## src/rtl/reg_xfer_seq_if.sv

```systemverilog
// Request/response handshake plus the byte-wide ITF bus that reaches the register bridge.
// The slave modport is the sequencer's view; the master modport is the requester/bridge side.
interface reg_xfer_seq_if;
  logic        req_valid;
  logic        req_ready;
  logic        req_we;
  logic [7:0]  req_addr;
  logic [15:0] req_wdata;
  logic        rsp_valid;
  logic [15:0] rsp_rdata;
  logic        busy;
  logic [7:0]  itf_addr;
  logic [7:0]  itf_wdata;
  logic        itf_wr;
  logic [7:0]  itf_rdata;

  modport slave (
    input  req_valid, req_we, req_addr, req_wdata, itf_rdata,
    output req_ready, rsp_valid, rsp_rdata, busy, itf_addr, itf_wdata, itf_wr
  );

  modport master (
    output req_valid, req_we, req_addr, req_wdata, itf_rdata,
    input  req_ready, rsp_valid, rsp_rdata, busy, itf_addr, itf_wdata, itf_wr
  );
endinterface

```

## src/rtl/reg_xfer_seq.sv

```systemverilog
// Turns one 16-bit register request into the byte-wide ITF access sequence of the
// indirect register bridge. Every output is registered and reflects the current state.
module reg_xfer_seq #(
  parameter int RD_WAIT = 2
) (
  input  logic          clk,
  input  logic          rst_n,
  reg_xfer_seq_if.slave bus
);

  localparam logic [7:0] A_OPERATION = 8'h01;
  localparam logic [7:0] A_ADDR_0B   = 8'h02;
  localparam logic [7:0] A_WDATA_0B  = 8'h03;
  localparam logic [7:0] A_WDATA_1B  = 8'h04;
  localparam logic [7:0] A_RDATA_0B  = 8'h05;
  localparam logic [7:0] A_RDATA_1B  = 8'h06;
  localparam logic [7:0] OP_WRITE    = 8'h03;
  localparam logic [7:0] OP_READ     = 8'h02;

  typedef enum logic [3:0] {
    S_IDLE,
    S_W_ADDR,
    S_W_WD0,
    S_W_WD1,
    S_W_OP,
    S_WAIT,
    S_R_RD0,
    S_R_RD1,
    S_DONE
  } state_t;

  state_t      state;
  logic        we_q;
  logic [15:0] wdata_q;
  logic [3:0]  wait_cnt;
  logic [7:0]  rdata_lo;

  // Outputs are assigned on the transition into a state, so the pins carry that state's values.
  always_ff @(posedge clk or negedge rst_n) begin
    if (!rst_n) begin
      state         <= S_IDLE;
      we_q          <= 1'b0;
      wdata_q       <= 16'h0000;
      wait_cnt      <= 4'd0;
      rdata_lo      <= 8'h00;
      bus.req_ready <= 1'b1;
      bus.busy      <= 1'b0;
      bus.rsp_valid <= 1'b0;
      bus.rsp_rdata <= 16'h0000;
      bus.itf_addr  <= 8'h00;
      bus.itf_wdata <= 8'h00;
      bus.itf_wr    <= 1'b0;
    end else begin
      bus.rsp_valid <= 1'b0;
      bus.itf_addr  <= 8'h00;
      bus.itf_wdata <= 8'h00;
      bus.itf_wr    <= 1'b0;

      case (state)
        S_IDLE: begin
          if (bus.req_valid) begin
            we_q          <= bus.req_we;
            wdata_q       <= bus.req_wdata;
            bus.req_ready <= 1'b0;
            bus.busy      <= 1'b1;
            bus.itf_addr  <= A_ADDR_0B;
            bus.itf_wdata <= bus.req_addr;
            bus.itf_wr    <= 1'b1;
            state         <= S_W_ADDR;
          end
        end

        S_W_ADDR: begin
          bus.itf_wr <= 1'b1;
          if (we_q) begin
            bus.itf_addr  <= A_WDATA_0B;
            bus.itf_wdata <= wdata_q[7:0];
            state         <= S_W_WD0;
          end else begin
            bus.itf_addr  <= A_OPERATION;
            bus.itf_wdata <= OP_READ;
            state         <= S_W_OP;
          end
        end

        S_W_WD0: begin
          bus.itf_addr  <= A_WDATA_1B;
          bus.itf_wdata <= wdata_q[15:8];
          bus.itf_wr    <= 1'b1;
          state         <= S_W_WD1;
        end

        S_W_WD1: begin
          bus.itf_addr  <= A_OPERATION;
          bus.itf_wdata <= OP_WRITE;
          bus.itf_wr    <= 1'b1;
          state         <= S_W_OP;
        end

        S_W_OP: begin
          if (we_q) begin
            bus.rsp_valid <= 1'b1;
            state         <= S_DONE;
          end else begin
            wait_cnt <= 4'(RD_WAIT);
            state    <= S_WAIT;
          end
        end

        // The counter is loaded on entry, so WAIT lasts exactly RD_WAIT cycles.
        S_WAIT: begin
          if (wait_cnt == 4'd1) begin
            bus.itf_addr <= A_RDATA_0B;
            state        <= S_R_RD0;
          end else begin
            wait_cnt <= wait_cnt - 4'd1;
          end
        end

        S_R_RD0: begin
          rdata_lo     <= bus.itf_rdata;
          bus.itf_addr <= A_RDATA_1B;
          state        <= S_R_RD1;
        end

        S_R_RD1: begin
          bus.rsp_rdata <= {bus.itf_rdata, rdata_lo};
          bus.rsp_valid <= 1'b1;
          state         <= S_DONE;
        end

        S_DONE: begin
          bus.req_ready <= 1'b1;
          bus.busy      <= 1'b0;
          state         <= S_IDLE;
        end

        default: begin
          bus.req_ready <= 1'b1;
          bus.busy      <= 1'b0;
          state         <= S_IDLE;
        end
      endcase
    end
  end

endmodule

```

## src/flat_wrapper.sv

```systemverilog
// flat-port wrapper written by rule: the top's interface ports become plain ports
module reg_xfer_seq_flat 
#(
  parameter int RD_WAIT = 2
)
  (clk, rst_n, bus_req_valid, bus_req_we, bus_req_addr, bus_req_wdata, bus_itf_rdata, bus_req_ready, bus_rsp_valid, bus_rsp_rdata, bus_busy, bus_itf_addr, bus_itf_wdata, bus_itf_wr);
  reg_xfer_seq_if bus_i ();
  input  logic clk;
  input  logic rst_n;
  input wire logic [$bits(bus_i.req_valid)-1:0] bus_req_valid;
  input wire logic [$bits(bus_i.req_we)-1:0] bus_req_we;
  input wire logic [$bits(bus_i.req_addr)-1:0] bus_req_addr;
  input wire logic [$bits(bus_i.req_wdata)-1:0] bus_req_wdata;
  input wire logic [$bits(bus_i.itf_rdata)-1:0] bus_itf_rdata;
  output wire logic [$bits(bus_i.req_ready)-1:0] bus_req_ready;
  output wire logic [$bits(bus_i.rsp_valid)-1:0] bus_rsp_valid;
  output wire logic [$bits(bus_i.rsp_rdata)-1:0] bus_rsp_rdata;
  output wire logic [$bits(bus_i.busy)-1:0] bus_busy;
  output wire logic [$bits(bus_i.itf_addr)-1:0] bus_itf_addr;
  output wire logic [$bits(bus_i.itf_wdata)-1:0] bus_itf_wdata;
  output wire logic [$bits(bus_i.itf_wr)-1:0] bus_itf_wr;
  assign bus_i.req_valid = bus_req_valid;
  assign bus_i.req_we = bus_req_we;
  assign bus_i.req_addr = bus_req_addr;
  assign bus_i.req_wdata = bus_req_wdata;
  assign bus_i.itf_rdata = bus_itf_rdata;
  assign bus_req_ready = bus_i.req_ready;
  assign bus_rsp_valid = bus_i.rsp_valid;
  assign bus_rsp_rdata = bus_i.rsp_rdata;
  assign bus_busy = bus_i.busy;
  assign bus_itf_addr = bus_i.itf_addr;
  assign bus_itf_wdata = bus_i.itf_wdata;
  assign bus_itf_wr = bus_i.itf_wr;
  reg_xfer_seq #(.RD_WAIT(RD_WAIT)) u_core (.clk(clk), .rst_n(rst_n), .bus(bus_i));
endmodule
```

## config.mk

```make
export PLATFORM = sky130hd
export DESIGN_NAME = reg_xfer_seq_flat
export DESIGN_NICKNAME = d
export VERILOG_FILES = /design/src/rtl/reg_xfer_seq_if.sv /design/src/rtl/reg_xfer_seq.sv /design/src/flat_wrapper.sv
export SDC_FILE = /design/constraint.sdc
export NUM_CORES = 1
export LEC_CHECK = 0
export ABC_AREA = 1
export ABC_CLOCK_PERIOD_IN_PS = 3600
export CAP_MARGIN = 15
export CORE_MARGIN = 1.5
export CORE_UTILIZATION = 35
export DETAILED_ROUTE_END_ITERATION = 8
export DONT_BUFFER_PORTS = 1
export MAX_ROUTING_LAYER = met4
export PLACE_DENSITY = 0.58
export REMOVE_ABC_BUFFERS = 1
export SETUP_SLACK_MARGIN = 0.3
export SYNTH_ARGS = -nofsm -noshare
export SYNTH_HDL_FRONTEND = slang
export SYNTH_SLANG_ARGS = --single-unit
export TNS_END_PERCENT = 50
```

## constraint.sdc

```tcl
create_clock -name clk -period 3.6 [get_ports clk]
set_clock_uncertainty 0.1 [all_clocks]
set_input_delay 0.36 -clock clk [delete_from_list [all_inputs] [get_ports clk]]
set_output_delay 0.36 -clock clk [all_outputs]
set_load 0.03 [all_outputs]
```

Word level (Yosys, flattened, before mapping)
Index checks and enable logic that the tools add are counted.

cells by class
  add/subtract/negate cells = 1
  equal/unequal tests = 12
  multiplexer cells = 23
  bitwise operators = 1
  reductions and logical operators = 8

operators with widths
  operator                                                            count
  8-bit one-hot mux with 6 select lines                               1
  4-bit one-hot mux with 8 select lines                               1
  8-bit one-hot mux with 4 select lines                               1
  4-bit 2-to-1 mux                                                    5
  4-bit by 3-bit == test with 1-bit output, second input constant     4
  8-bit 2-to-1 mux                                                    2
  4-bit by 1-bit == test with 1-bit output, second input constant     2
  4-bit by 2-bit == test with 1-bit output, second input constant     2
  1-bit one-hot mux with 2 select lines                               4
  4-bit one-hot mux with 2 select lines                               1
  7-bit OR reduction                                                  1
  3-bit 2-to-1 mux                                                    2
  2-bit != test, second input constant                                3
  2-bit AND reduction                                                 3
  4-bit zero test                                                     1
  1-bit 2-to-1 mux                                                    4
  2-bit 2-to-1 mux                                                    2
  4-bit by 1-bit subtractor with 4-bit output, second input constant  1
  3-bit AND reduction                                                 1
  3-bit OR reduction                                                  1
  2-bit by 1-bit != test with 1-bit output, second input constant     1
  2-bit nonzero test                                                  1
  1-bit NOT                                                           1

storage, ports and cells
  register bits = 69
  input port bits = 36
  output and inout bits = 36
  logic and storage cells = 57

Longest topological paths before layout
Gate-level depths: netlist of run 1.

  depth after elaboration = 4
  depth in mapped cells = 8

Worst setup path after synthesis of run 1
OpenSTA, ideal clock, no wires.

  path kind = flip-flop to flip-flop
  start = register u_core.state[1]
  end = register u_core.wdata_q[0]
  library setup time = 0.116 ns
  arrival time = 1.137 ns
  data required time = 3.384 ns
  path slack = 2.247 ns
  stages on the path, launching flop included = 8
  cell sequence = dfrtp_1 -> nor2_4 -> nand2_4 -> nor2_8 -> inv_6 -> buf_6 -> nand2_1 -> nand2_1

on the way
  cells in the longest elaborated chain, start to end = 2

RTL lines
  element                               line                RTL
  from (decl)                           reg_xfer_seq.sv:32  state_t state;
  from (signal assigned)                reg_xfer_seq.sv:41  state <= S_IDLE;
  from (signal assigned)                reg_xfer_seq.sv:69  state <= S_W_ADDR;
  from (signal assigned)                reg_xfer_seq.sv:78  state <= S_W_WD0;
  4-bit zero test                       reg_xfer_seq.sv:59  case (state)
  2-bit AND reduction (no source line)  --
  to (signal assigned)                  reg_xfer_seq.sv:63  wdata_q <= bus.req_wdata;
  to (decl)                             reg_xfer_seq.sv:34  logic [15:0] wdata_q;

No other way between the ends.
A chain may end at the register's enable or synchronous reset.

Worst setup path in the final report of run 1
  start = register u_core.state[3]
  end = register u_core.state[1]

on the way
  cells in the longest elaborated chain, start to end = 3
  elaborated cells between the ends (all ways) = 12
  classes of those cells = 9 x eq/ne; 1 x mux; 2 x reduce/logical

RTL lines
  element                                                                                     line
  4-bit by 3-bit == test with 1-bit output or 4-bit zero test (tied branches)                 reg_xfer_seq.sv:59
  2-bit by 1-bit != test with 1-bit output (no source line) or 2-bit != test (tied branches)  --
  2-bit AND reduction (no source line)                                                        --

Several ways; a longest one is shown, not always the timed one.

==> results.md, run 1 <==
* Gr ovfl total at 0
* Worst path top cell family by delay: simple AND/OR/NAND/NOR gates
* Vias at ~2000
* Iteration-0 DRC Markers at between 100 and 150
* Clk_lat worst skew at about 0.34 ns
* Critical path buffers and inverters at 0
* Slowest CP cell: dfrtp_1
* CP most frequent cell: nand2_1
* Dominant cells by area after synthesis: dfrtp_1 56%, nand2_1 18%, nand3_1 4.1%
* Total core area at between 7000 and 8000 µm²
* Resize count post-CTS at 0
* Layout fillers at between 700 and 800
* CP Launch Type: register
* Final-stage net count at approximately 360
* Die area at between 8000 and 9000 µm²
* Hold buffers post-CTS at 2
* Setup Fix Bufs, Post-CTS at 0
* CTS root buffer: clkbuf_8
* Hold Vio Cnt, Final at 0
* Setup Crit Path Kind: register to register
* Die X at about 90 µm
* I/O Buffers at 0
* Post-Syn Area at 2810 µm²
* Routed Wire Length at ~5700 µm
* Total CTS buffers at 9
* Cell count after synthesis at around 320
* First-pass GRT wire length at 9560 µm
* Die height at 92.6 µm
* Crit-path max FO at 20
* Max-cap viol count at 0
* Max VDD drop at ~0.28 mV
* Clock Path Buffers at 2
* Placer Congestion at 0.793
* I/O pins at between 70 and 80
* Leak at 1.63 nW
* Worst EP required at 3.76 ns
* Area growth, synth to finish at 9.36%
* Pins Over Slew Limit at 0
* Initial Utilization at 0.363
* Crit path time final at 1.76 ns
* # setup viols final at 0
* Post-synth EDFFs at 0
* Layout cell share with drive strength beyond 1 at 0.133
* Total power draw at just over 0.003 W
* Yosys warnings at 0
* DR WL/cell at between 10 and 15 µm
* Cell Chain, Critical Path: nor2_4 > nand2_1 > nand2_1 > nor2_1 > a21oi_1
* Top cells by count, synth: 133 x nand2_1, 63 x dfrtp_1, 23 x nand3_1
* Sinks on the clock net at between 60 and 70
* Yosys top cell area share at 0.561
* ANT cells at 0
* Initial antenna violation count at 0
* Largest net degree at the start of global routing at 65
* Dominant synthesized flop cell: dfrtp_1
* Clock slew at reported path FFs at 0.07 ns
* RSZ-0062 raised after global routing: no
* CP Capture Type: register
* DRT antenna net count at 0
* Area leader, netlist: dfrtp_1
* Yosys cell types at 23
* Most common cell in the netlist: nand2_1
* Floorplan row count at 32
* WP data arrival at 1.92 ns
* Drt drc at 0
* Achievable Freq at about 570 MHz
* Worst hold path class: primary input to register
* Worst slew pin tran at 0.563 ns
* Status: finished clean
* Asr flop ratio synth at 1.00
* Avg Cell Area, Syn at approximately 8.9 µm²
* Synth Register Bits at 64
* Post-synthesis sequential area ratio at 0.571
* TritonCTS clock tree: done
* Number of global-route vias before repair at about 1900
* Via density at about 4.6
* CP peak stage delay at ~0.46 ns
* PwrDens at roughly 1000 nW/µm²
* Drt pass-1 iters at 5
* Setup_tns at 0 ns
* H-tree levels at 3
* Slew HR at 0.624
* Total GRT Usage at 0.150
* Tcrit/Tclk final at 0.488
* Detailed placement HPWL at roughly 3800 µm
-- through the flow --
| stage | util | instance area (µm²) | hold slack (ns) | worst slack [ns] | instances |
|---|---|---|---|---|---|
| after global routing | 0.397 | 3070 | 0.0244 | 1.61 | 426 |
| final | 0.397 | 3070 | 0.0348 | 1.84 | 426 |
| after detailed placement | 0.367 | 2830 | -0.0347 | 1.84 | 408 |
| after floorplan | - | 2710 | -0.0356 | 2.12 | 306 |
| after CTS | 0.397 | 3070 | 0.0242 | 1.82 | 426 |
| after global placement | 0.367 | 2830 | -0.0345 | 1.91 | 408 |
-- final cells by class --
class | instances | area (µm²) | share of cell area
Timing Repair Buffer | 2 | 37.5 | 0.0122
Clock buffer | 13 | 159 | 0.0518
Sequential cell | 64 | 1600 | 0.522
Tap cell | 102 | 128 | 0.0416
Multi-Input combinational cell | 219 | 1010 | 0.330
Inverter | 23 | 91.3 | 0.0297
Clock inverter | 3 | 40.0 | 0.0130
-- state kept, by name (all words and copies together), names as in the netlist --
signal / count
u_core.bus.busy: 1
u_core.bus.itf_addr: 3
u_core.bus.itf_wdata: 8
u_core.bus.itf_wr: 1
u_core.bus.req_ready: 1
u_core.bus.rsp_rdata: 16
u_core.bus.rsp_valid: 1
u_core.rdata_lo: 8
u_core.state: 4
u_core.wait_cnt: 4
u_core.wdata_q: 16
u_core.we_q: 1
-- per-layer routing --
| layer | vias to the layer above | share of wire | track usage |
|---|---|---|---|
| met5 | - | 0 | - |
| met4 | 0 | 0.013 | 0.0500 |
| met3 | 7 | 0.042 | 0.0427 |
| met2 | 44 | 0.47 | 0.224 |
| met1 | 947 | 0.47 | 0.196 |
| li1 | 975 | - | - |
-- cell usage in the layout (no fill, tap or decap), types with 3 or more instances in the layout --
master | netlist | layout
a21oi_1 | 5 | 5
clkbuf_8 | 0 | 11
conb_1 | 1 | 5
dfrtp_1 | 63 | 63
inv_1 | 17 | 17
inv_2 | 5 | 5
nand2_1 | 133 | 133
nand2_2 | 4 | 4
nand3_1 | 23 | 23
nor2_1 | 15 | 15
nor2_4 | 3 | 3
o21ai_0 | 14 | 14
o21ai_2 | 8 | 8
-- where the power goes --
group          internal (W)  switching [W]  total, W  leakage (nW)
Clock              0.000356       0.000264  0.000620         0.103
Sequential          0.00106       0.000547   0.00161         0.802
Combinational      0.000288       0.000546  0.000833         0.723
-- path summary, 6_finish.rpt --
| check | start | end | slack, ns | depth (start not counted) |
|---|---|---|---|---|
| max reg2reg | u_core.state[3]$_DFFE_PN0P_ | u_core.state[1]$_DFFE_PN0P_ | 1.84 | 5 |
| max in group asynchronous | rst_n | u_core.bus.req_ready$_DFFE_PN1P_ | 2.62 | 2 |
| max | u_core.state[3]$_DFFE_PN0P_ | u_core.state[1]$_DFFE_PN0P_ | 1.84 | 5 |
| min | bus_req_wdata[4] | u_core.wdata_q[4]$_DFFE_PN0P_ | 0.03 | 2 |
| min reg2reg | u_core.wdata_q[10]$_DFFE_PN0P_ | u_core.wdata_q[10]$_DFFE_PN0P_ | 0.37 | 2 |
| min in group asynchronous | rst_n | u_core.rdata_lo[5]$_DFFE_PN0N_ | 0.49 | 2 |
-- cells by family after synthesis --
| family | synth area share |
|---|---|
| AND/OR/NAND/NOR | 0.283 |
| flip-flops | 0.571 |
| buffers and inverters | 0.0740 |
| AO/OA/AOI/OAI | 0.0588 |
| adder cells (fa/ha/maj) | 0.00891 |
| XOR/XNOR | 0.00312 |
| other | 0.00134 |
(Power assumes the default switching activity.)
==> run 2: changes to the inputs <==
ABC_AREA = 0   (was 1)
ABC_CLOCK_PERIOD_IN_PS = 1700   (was 3600)
clock period = 1.7 ns   (was 3.6 ns; I/O delays follow)
==> results.md, run 2 <==
* Worst EP required at approximately 1.8 ns
* Reg2Reg Setup Slack at approximately 0.12 ns
* Drt pass-1 iters at 4
* Crit-path max FO at 3
* Crit path time final at ~1.6 ns
* Largest registers: u_core.bus.rsp_rdata x16, u_core.wdata_q x16
* DR WL/cell at 17.6 µm
* Max-cap viol count at 0
* Clock Path Buffers at 2
* CP Capture Type: register
* RSZ-0062 raised after global routing: yes
* Die area at approximately 8700 µm²
* PwrDens at roughly 2000 nW/µm²
* Commonest non-fill, non-tap cell in the layout: dfrtp_1
* Asr flop ratio synth at 1.00
* # setup viols final at 0
* Hold Vio Cnt, Final at 64
* Sinks on the clock net at between 60 and 70
* Yosys top cell area share at 0.552
* Avg Cell Area, Syn at 14.5 µm²
* Pins Over Slew Limit at 0
* CP Launch Type: register
* Most common cell in the netlist: dfrtp_1
* Placer Congestion at approximately 0.80
* Dominant synthesized flop cell: dfrtp_1
* Leak at roughly 1.8 nW
* Final-stage net count at ~300
* Area leader, netlist: dfrtp_1
* Synth Register Bits at 64
* Cell count after synthesis at approximately 200
* Hold buffers post-CTS at 31
* DRT antenna net count at 0
* Slowest CP cell: dfrtp_1
* I/O Buffers at 0
* H-tree levels at 3
* Failing checks: negative hold slack
* CP peak stage delay at approximately 0.40 ns
* Post-synth EDFFs at 0
* Routed Wire Length at roughly 6500 µm
* Initial antenna violation count at 0
* Clock slew at reported path FFs at around 0.06 ns
* Dominant cells by area after synthesis: dfrtp_1 55%, mux2_2 9.9%, mux2_4 8.4%
* Largest net degree at the start of global routing at 65
* I/O pins at approximately 70
* Achievable Freq at approximately 630 MHz
* Area of placed instances at 2980 µm²
* Cell area after layout at 3870 µm²
* Max VDD drop at 0.825 mV
* Detailed placement HPWL at roughly 3700 µm
* Gr ovfl total at 0
* Cell Chain, Critical Path: inv_2 > ha_4 > or3b_4 > and2_4 > or2_1
* Die X at just over 90 µm
* Post-Syn Area at 2850 µm²
* CTS root buffer: clkbuf_8
* Top cells by count, synth: 63 x dfrtp_1, 25 x mux2_2, 16 x mux2_4
* Iteration-0 DRC Markers at ~100
* Vias at between 1500 and 2000
* Drt drc at 0
* Post-place setup slack at roughly 0.082 ns
* Hold slack at -0.578 ns
* Yosys cell types at 46
* Area growth, synth to finish at 35.5%
* Yosys warnings at 0
* Final worst slack at ~0.12 ns
* Total CTS buffers at 9
* ANT cells at 0
* Tcrit/Tclk final at 0.931
* Total core area at around 7800 µm²
* Status: finished with violations
* Worst hold path class: primary input to async pin
* Clk_lat worst skew at roughly 0.34 ns
* WP data arrival at 1.70 ns
* Total GRT Usage at 0.161
* Util after Layout at 0.495
* Setup Crit Path Kind: register to register
* First-pass GRT wire length at about 10000 µm
* Initial Utilization at 0.366
* Die height at slightly above 90 µm
* TritonCTS clock tree: done
* Via density at between 5 and 6
* Floorplan row count at 32
* Number of global-route vias before repair at 1954
* Post-synthesis sequential area ratio at 0.562
* Most frequent cells in the layout: 60 x dfrtp_1, 31 x dlygate4sd3_1, 28 x mux2_4
* Layout cell share with drive strength beyond 1 at 0.448
run 2: area by class of cell:
type                       instances  area, µm²
inverter                           4       15.0
multi-input combinational        119       1270
fill                             683       3940
tap                              102        128
timing repair buffer              65        658
clock inverter                     2       12.5
sequential                        64       1610
clock buffer                      14        173
run 2: what timing repair did:
action,4_1_cts,5_1_grt
gates cloned,2,1
pin swaps,12,7
endpoints found under the hold margin,103,64
setup buffers,16,1
resized for setup,33,19
endpoints found under the setup margin,55,58
run 2: kinds of logic after synthesis:
group                      synth area share
DFF                                   0.562
muxes                                 0.193
and+or+nand+nor                      0.0995
AOI/OAI and AO/OA                    0.0807
buffers and inverters                0.0548
adders and majority gates           0.00877
other                               0.00131
run 2: metal layers:
metal  part of all wire  global-route usage  vias up  wire length [µm]
li1                   -                   -      838                 -
met1               0.43               0.185      958              2830
met2               0.49               0.260       70              3180
met3              0.061              0.0504       11               396
met4              0.019              0.0682        0               121
met5                  0                   -        -                 0
run 2: where the power goes:
group | total (W) | internal [W] | switching, W | leakage (nW)
clock network | 0.00120 | 0.000648 | 0.000553 | 0.0927
logic | 0.00302 | 0.00183 | 0.00119 | 0.878
registers | 0.00347 | 0.00227 | 0.00120 | 0.782
run 2: path summary, 6_finish.rpt:
check | startpoint | depth (start not counted) | to
setup / recovery | u_core.wait_cnt[1]$_DFFE_PN0P_ | 5 | u_core.state[0]$_DFFE_PN0P_
hold / removal | rst_n | 0 | u_core.bus.rsp_rdata[15]$_DFFE_PN0N_
setup reg to reg | u_core.wait_cnt[1]$_DFFE_PN0P_ | 5 | u_core.state[0]$_DFFE_PN0P_
hold reg to reg | u_core.rdata_lo[5]$_DFFE_PN0N_ | 1 | u_core.bus.rsp_rdata[5]$_DFFE_PN0N_
max in group asynchronous | rst_n | 0 | u_core.bus.req_ready$_DFFE_PN1P_
min in group clk | bus_req_valid | 3 | u_core.bus.itf_wdata[7]$_DFF_PN0_
run 2: worst max-delay path: cells and delay by family, from the launching register on:
kind / cells / cell delay [ns]
fa+ha+maj: 1 / 0.13
flops: 1 / 0.40
buf+inv: 1 / 0.09
simple gates: 3 / 0.74
run 2: stage by stage:
step           total power (W)  hold WS [ns]  instances  setup TNS [ns]
4_1_cts                0.00748        -0.596        368               0
3_5_place_dp           0.00564        -0.224        303               0
5_1_grt                0.00811        -0.604        370               0
3_3_place_gp           0.00558        -0.224        303               0
6_report               0.00770        -0.578        370               0
2_1_floorplan          0.00495        -0.226        186           -8.97
==> run 3: changes to the inputs <==
CELL_PAD_IN_SITES_DETAIL_PLACEMENT = 0   (was default)
CELL_PAD_IN_SITES_GLOBAL_PLACEMENT = 1   (was default)
PLACE_DENSITY = 0.67   (was 0.58)
==> results.md, run 3 (synthesized netlist as in run 2, its figures left out) <==
* Critical path origin: u_core.wait_cnt[1]$_DFFE_PN0P_
* First-pass GRT wire length at about 9500 µm
* CP peak stage delay at approximately 0.40 ns
* Placed insts at around 310
* Crit-path max FO at 3
* Floorplan row count at 32
* Total core area at ~7800 µm²
* Hold buffers post-CTS at 31
* Reg2Reg Setup Slack at about 0.14 ns
* Cell area after layout at approximately 3800 µm²
* CP Capture Type: register
* Leak at 1.71 nW
* ANT cells at 0
* Die height at about 93 µm
* Area growth, synth to finish at 33.4%
* Sinks on the clock net at 64
* H-tree levels at 3
* WP data arrival at about 1.7 ns
* Initial Utilization at 0.366
* DRT antenna net count at 0
* Clock slew at reported path FFs at around 0.070 ns
* Die X at 93.3 µm
* CTS root buffer: clkbuf_8
* Drt pass-1 iters at 4
* Pins Over Slew Limit at 0
* I/O Buffers at 0
* Largest registers: u_core.bus.rsp_rdata x16, u_core.wdata_q x16
* Status: finished with violations
* Total CTS buffers at 9
* RSZ-0062 raised after global routing: yes
* Total GRT Usage at 0.152
* Final-stage net count at 293
* Cell Chain, Critical Path: inv_2 > ha_4 > or3b_4 > and2_4 > or2_1
* Worst hold path class: primary input to async pin
* Layout cell share with drive strength beyond 1 at 0.427
* TritonCTS clock tree: done
* RR Startpoint: u_core.wait_cnt[1]$_DFFE_PN0P_
* DR WL/cell at 17.0 µm
* Layout fillers at ~670
* Clock Path Buffers at 2
* Cells on worst reg2reg path at 5
* Hold Vio Cnt, Final at between 60 and 70
* Placer Congestion at between 0.8 and 0.9
* Max-cap viol count at 0
* Setup_tns at 0 ns
* Iteration-0 DRC Markers at 44
* Clk_lat worst skew at about 0.34 ns
* Drt drc at 0
* Worst EP required at 1.82 ns
* CP Launch Type: register
* Detailed placement HPWL at 3770 µm
* Via density at approximately 4.9
* I/O pins at 72
* Achievable Freq at 640 MHz
* Vias at roughly 1800
* Crit path time final at between 1.5 and 2 ns
* Final std cells w/o fill at roughly 360
* Number of global-route vias before repair at ~1900
* # setup viols final at 0
* Commonest non-fill, non-tap cell in the layout: dfrtp_1
* Area of placed instances at 3020 µm²
* Hold slack at -0.582 ns
* PwrDens at roughly 2000 nW/µm²
* Slowest CP cell: dfrtp_1
* Gr ovfl total at 0
* Critical path endpoint: u_core.state[0]$_DFFE_PN0P_
* Routed Wire Length at ~6000 µm
* RR Endpoint: u_core.state[0]$_DFFE_PN0P_
* Failing checks: negative hold slack
* Die area at 8700 µm²
* Tcrit/Tclk final at 0.919
* Initial antenna violation count at 0
* Setup Crit Path Kind: register to register
* Largest net degree at the start of global routing at 65
* Most frequent cells in the layout: 59 x dfrtp_1, 31 x dlygate4sd3_1, 22 x mux2_4
* Max VDD drop at between 0.9 and 1 mV
-- run 3: critical path: cells and delay by family (launching register included) --
| kind | cells | cell delay (ns) |
|---|---|---|
| fa+ha+maj | 1 | 0.12 |
| buf+inv | 1 | 0.09 |
| flops | 1 | 0.40 |
| simple gates | 3 | 0.74 |
-- run 3: power by group --
group          switching (W)  total, W  internal [W]
Clock               0.000589   0.00130      0.000715
Combinational        0.00111   0.00282       0.00171
Sequential           0.00119   0.00347       0.00227
-- run 3: layout make-up --
| cell class | count | area (µm²) | share of cell area |
|---|---|---|---|
| flip-flops and latches | 64 | 1610 | 0.422 |
| multi-input cells | 119 | 1230 | 0.323 |
| repair buffers | 57 | 631 | 0.166 |
| clock buffers | 11 | 141 | 0.0371 |
| well taps | 102 | 128 | 0.0335 |
| clock inverters | 5 | 56.3 | 0.0148 |
| inverters | 4 | 15.0 | 0.00394 |
-- run 3: how the worst min path moves through the flow --
stage                                           endpoint  cells past startpoint  startpoint  slack, ns
floorplan                    u_core.bus.busy$_DFFE_PN0P_                      0       rst_n      -0.23
global placement     u_core.bus.rsp_rdata[8]$_DFFE_PN0N_                      0       rst_n      -0.22
detailed placement  u_core.bus.rsp_rdata[10]$_DFFE_PN0N_                      0       rst_n      -0.22
CTS                 u_core.bus.rsp_rdata[10]$_DFFE_PN0N_                      0       rst_n      -0.61
global route        u_core.bus.rsp_rdata[10]$_DFFE_PN0N_                      0       rst_n      -0.62
finish              u_core.bus.rsp_rdata[10]$_DFFE_PN0N_                      0       rst_n      -0.58
-- run 3: timing repair --
action,CTS,global route
cloned,1,3
setup buffers,5,1
pin swaps,4,5
resized for setup,27,17
hold endpoints to repair,103,64
setup endpoints to repair,57,57
-- run 3: metal layers --
metal / global-route usage / wire length, µm
met1: 0.190 / 2860
met3: 0.0667 / 376
met4: 0.0581 / 66
met2: 0.214 / 2870
met5: - / 0
-- run 3: metrics by stage --
stage                     power (W)  hold WS (ns)  utilization  setup slack, ns
after floorplan             0.00495        -0.226            -           -0.466
after global placement      0.00565        -0.224        0.387           0.0985
after detailed placement    0.00570        -0.224        0.387           0.0682
after CTS                   0.00736        -0.605        0.468            0.154
after global routing        0.00801        -0.622        0.488           0.0896
final                       0.00759        -0.582        0.488            0.138
